### config.mk
export PLATFORM = sky130hd
export DESIGN_NAME = feedback_arbiter
export DESIGN_NICKNAME = d
export VERILOG_FILES = /design/src/rtl/feedback_arbiter.sv
export SDC_FILE = /design/constraint.sdc
export NUM_CORES = 1
export LEC_CHECK = 0
export CORE_MARGIN = 2
export CORE_UTILIZATION = 40
export CTS_CLUSTER_DIAMETER = 50
export DETAILED_ROUTE_END_ITERATION = 6
export GPL_TIMING_DRIVEN = 0
export MAX_ROUTING_LAYER = met4
export PLACE_DENSITY = 0.95
export SLEW_MARGIN = 20
export SYNTH_ARGS = -nofsm -noshare
export SYNTH_HDL_FRONTEND = slang
export SYNTH_SLANG_ARGS = --single-unit
### constraint.sdc
create_clock -name clk -period 2.66 [get_ports clk]
set_clock_uncertainty 0.2 [all_clocks]
set_input_delay 0.266 -clock clk [delete_from_list [all_inputs] [get_ports clk]]
set_output_delay 0.266 -clock clk [all_outputs]
set_load 0.02 [all_outputs]
### src/rtl/feedback_arbiter.sv
// Round-robin owner of a shared feedback accumulator: grants one requester at a
// time, clears the adder, gates the burst onto acc_din and captures the final sum.
module feedback_arbiter #(
  parameter int NREQ  = 4,
  parameter int W     = 16,
  parameter int LEN_W = 4
) (
  input  logic                    clk,
  input  logic                    rst,
  input  logic [NREQ-1:0]         req,
  input  logic [NREQ*LEN_W-1:0]   req_len,
  input  logic [NREQ*W-1:0]       req_data,
  input  logic [NREQ-1:0]         req_valid,
  output logic [NREQ-1:0]         gnt,
  output logic [W-1:0]            acc_din,
  output logic                    acc_rst,
  input  logic [W-1:0]            acc_dout,
  output logic [W-1:0]            result,
  output logic [$clog2(NREQ)-1:0] result_id,
  output logic                    done
);

  localparam int IDW = $clog2(NREQ);

  typedef enum logic [2:0] {
    IDLE,
    CLEAR,
    ACCUM,
    DRAIN,
    DONE
  } state_e;

  state_e           state_q, state_d;
  logic [IDW-1:0]   owner_q, owner_d;
  logic [IDW-1:0]   rr_q, rr_d;
  logic [LEN_W-1:0] len_q, len_d;
  logic [LEN_W-1:0] cnt_q, cnt_d;
  logic [W-1:0]     result_q, result_d;
  logic [IDW-1:0]   result_id_q, result_id_d;

  logic [W-1:0]     lane_data [NREQ];
  logic [LEN_W-1:0] lane_len  [NREQ];

  logic             pick_vld;
  logic [IDW-1:0]   pick_id;

  always_comb begin
    for (int i = 0; i < NREQ; i++) begin
      lane_data[i] = req_data[i*W +: W];
      lane_len[i]  = req_len[i*LEN_W +: LEN_W];
    end
  end

  // Scan offsets from farthest to nearest so the first set bit after rr wins.
  always_comb begin
    pick_vld = 1'b0;
    pick_id  = '0;
    for (int k = NREQ; k >= 1; k--) begin
      logic [IDW-1:0] cand;
      cand = IDW'((int'(rr_q) + k) % NREQ);
      if (req[cand]) begin
        pick_vld = 1'b1;
        pick_id  = cand;
      end
    end
  end

  always_comb begin
    state_d     = state_q;
    owner_d     = owner_q;
    rr_d        = rr_q;
    len_d       = len_q;
    cnt_d       = cnt_q;
    result_d    = result_q;
    result_id_d = result_id_q;
    case (state_q)
      IDLE: begin
        if (pick_vld) begin
          owner_d = pick_id;
          len_d   = lane_len[pick_id];
          rr_d    = pick_id;
          cnt_d   = '0;
          state_d = CLEAR;
        end
      end
      CLEAR: begin
        state_d = (len_q == '0) ? DRAIN : ACCUM;
      end
      ACCUM: begin
        // Dropping req aborts even if a word is presented on the same edge.
        if (!req[owner_q]) begin
          state_d = IDLE;
        end else if (req_valid[owner_q]) begin
          if (cnt_q == len_q - LEN_W'(1)) begin
            state_d = DRAIN;
          end else begin
            cnt_d = cnt_q + LEN_W'(1);
          end
        end
      end
      DRAIN: begin
        result_d    = acc_dout;
        result_id_d = owner_q;
        state_d     = DONE;
      end
      DONE: begin
        state_d = IDLE;
      end
      default: begin
        state_d = IDLE;
      end
    endcase
  end

  always_ff @(posedge clk or posedge rst) begin
    if (rst) begin
      state_q     <= IDLE;
      owner_q     <= '0;
      rr_q        <= IDW'(NREQ - 1);
      len_q       <= '0;
      cnt_q       <= '0;
      result_q    <= '0;
      result_id_q <= '0;
    end else begin
      state_q     <= state_d;
      owner_q     <= owner_d;
      rr_q        <= rr_d;
      len_q       <= len_d;
      cnt_q       <= cnt_d;
      result_q    <= result_d;
      result_id_q <= result_id_d;
    end
  end

  always_comb begin
    gnt = '0;
    if (state_q == ACCUM) begin
      gnt[owner_q] = 1'b1;
    end
  end

  always_comb begin
    acc_din = '0;
    if (state_q == ACCUM && req_valid[owner_q]) begin
      acc_din = lane_data[owner_q];
    end
  end

  assign acc_rst   = (state_q == IDLE) || (state_q == CLEAR) || (state_q == DONE);
  assign done      = (state_q == DONE);
  assign result    = result_q;
  assign result_id = result_id_q;

endmodule
==> results.sh <==
export IMPL_run_status="finished, final reports clean"
export IMPL_routed_wl_um=7322
export IMPL_die_w_um=80.20
export IMPL_htree_num_levels=2
export IMPL_place_port_buffers=145
export IMPL_layout_nets=488
export IMPL_grt_max_degree=34
export IMPL_layout_drive_gt1_share=0.1549
export IMPL_start_kind="register"
export IMPL_dp_final_hpwl_um=6056
export IMPL_total_power_mw=3.689
export IMPL_synth_seq_cells=33
export IMPL_insertion_delay_ps=280
export IMPL_final_common_cell="clkdlybuf4s50_1"
export IMPL_hp_class="input pin to async pin"
export IMPL_fp_dieH_um=80.20
export IMPL_cp_startpoint="owner_q[0]"
export IMPL_worst_pin_slew_ps=662.9
export IMPL_antenna_found_initial=0
export IMPL_whs_ps=199.8
export IMPL_dp_slack_ps=-59.90
export IMPL_final_core_util=0.7263
export IMPL_yosysWarnings=0
export IMPL_post_drt_wl_per_cell_um=16.16
export IMPL_vias_per_cell=5.219
export IMPL_crit_fanout=10
export IMPL_final_hold_violation_count=0
export IMPL_path_cells="buf_4 > mux4_2 > clkbuf_2 > and3_1 > dlygate4sd2_1"
export IMPL_cp_required_ps=2190
export IMPL_period_minus_slack_ps=2463
export IMPL_final_antenna_net_count=0
export IMPL_synth_largest_area_cell="dfrtp_1"
export IMPL_fmax_mhz=406.0
export IMPL_synthesis_nets=336
export IMPL_synth_yosys_seq_area_share=0.3567
export IMPL_setup_violations_final=0
export IMPL_tns_ps=0
export IMPL_end_kind="primary output"
export IMPL_clock_sinks=33
export IMPL_gp_congestion=0.8052
export IMPL_clkTransAtPathRegs_ps=70
export IMPL_gr_total_overflow=0
export IMPL_grt_pass1_vias=2428
export IMPL_max_cap_violations=0
export IMPL_dr_pass1_iters=4
export IMPL_timing_rr_start="len_q[0]"
export IMPL_core_um2=5540
export IMPL_syn_area_per_cell_um2=10.19
export IMPL_numCtsBuffers=5
export IMPL_io_pins=146
export IMPL_synth_top_cell_area_share=0.3341
export IMPL_start_util=0.4192
export IMPL_layout_setup_ws_ps=197.1
export IMPL_slew_viol_final=0
export IMPL_period_share=0.9259
export IMPL_p_leak_nw=2.041
export IMPL_multi_input_area_um2=1376
export IMPL_num_antenna_cells=0
export IMPL_maxSlewHeadroom=0.5574
export IMPL_fillers=394
export IMPL_vias=2364
export IMPL_synth_cell_types=46
export IMPL_rsz0062_at_grt="no"
export IMPL_synth_edf_count=0
export IMPL_async_flop_share=1.000
export IMPL_dieArea_um2=6431
export IMPL_cts_buffer_depth=2
export IMPL_grt_pass1_wl_um=11540
export IMPL_seqCellArea_um2=828.3
export IMPL_worstSetupPathType="register to primary output"
export IMPL_synth_cells=228
export IMPL_drtIter0Drc=107
export IMPL_cts_tree="built"
export IMPL_num_rows=27
export IMPL_crit_slowest_cell="mux4_2"
export IMPL_grt_usage=0.2390
export IMPL_syn_area_um2=2322
export IMPL_route_detailed_drc=0
export IMPL_vdd_drop_max_mv=0.5191
export IMPL_ys_flop_type="dfrtp_1"
export IMPL_synthTopCellsByArea="dfrtp_1, mux4_2, nand2_1"
export IMPL_slowest_delay_ps=520
export IMPL_layout_common_cells="clkdlybuf4s50_1, nand2_1, dfrtp_1"
export IMPL_cp_arrival_ps=2000
export IMPL_cellPowerDensity_nw_per_um2=916.7
export IMPL_clockRootBuffer="clkbuf_8"
export IMPL_area_growth_pct=73.28
-- per-layer routing --
layer  wire, um  global-route usage  share of wire
met1       3021              0.2814           0.41
met2       3816              0.4175           0.52
met3        360             0.05730          0.049
met4        124             0.05085          0.017
met5          0                   -              0
-- cells by family after synthesis --
| family | share of synthesized area |
|---|---|
| adders and majority gates | 0.01077 |
| AOI/OAI and AO/OA | 0.07382 |
| muxes | 0.2355 |
| and+or+nand+nor | 0.2371 |
| DFF | 0.3567 |
| xor gates and xnor gates | 0.03287 |
| buffers and inverters | 0.05333 |
-- metrics by stage --
step,instances,cell area (um2)
detailed placement,445,3864
floorplan,228,2322
finish,453,4024
CTS,454,3971
global route,453,4024
global placement,445,3864
-- critical path: cells and delay by family, from the launching register on --
family,cells,cell delay [ps]
muxes,1,520
and+or+nand+nor,1,200
DFF,1,320
buffers and inverters,3,690
-- timing repair --
| item | in CTS | in global routing |
|---|---|---|
| resized for setup | 8 | 25 |
| setup endpoints to repair | 19 | 18 |
| hold endpoints to repair | 0 | 0 |
| buffers inserted | 1 | 0 |
| pin swaps | 0 | 1 |
| hold buffers | 0 | 0 |
-- final timing paths --
kind                                   end  slack, ps  cells past startpoint
worst max-delay path            acc_din[9]        200                      5
max in group asynchronous       result[14]       1630                      2
worst min register to register   result[5]        280                      2
worst max register to register    cnt_q[0]        580                      7
worst min-delay path             result[7]        200                      2
min in group clk                 result[5]        280                      2
-- report_power, final --
group          internal, mW  switching (mW)
registers             0.742           0.167
logic                  1.24            1.18
clock network         0.180           0.181
-- flip-flops by register name, indices dropped and copies added (netlist names) --
signal     count
cnt_q          4
len_q          4
owner_q        2
result        16
result_id      2
rr_q           2
state_q        3
-- cells in the mapped netlist, drive strengths merged (2+ instances only) --
| library cell | number |
|---|---|
| nand2 | 61 |
| dfrtp | 31 |
| mux4 | 18 |
| and3 | 17 |
| nand3 | 10 |
| buf | 8 |
| clkbuf | 8 |
| a21oi | 7 |
| mux2i | 7 |
| inv | 6 |
| mux2 | 6 |
| xnor2 | 5 |
| nor2 | 4 |
| nand2b | 3 |
| nor3 | 3 |
| nor3b | 3 |
| a211oi | 2 |
| dfstp | 2 |
| ha | 2 |
| nand3b | 2 |
| nor2b | 2 |
| o211ai | 2 |
| o21a | 2 |
| o221ai | 2 |
| or2 | 2 |
-- final cells by class --
type,instances,share of cell area
Buffer,15,0.02830
Tap cell,72,0.02239
Clock buffer,5,0.01710
Multi-Input combinational cell,172,0.3420
Inverter,7,0.006530
Clock inverter,3,0.004353
Sequential cell,33,0.2058
Timing Repair Buffer,146,0.3734
No activity file was read; power rests on OpenSTA's default activity.
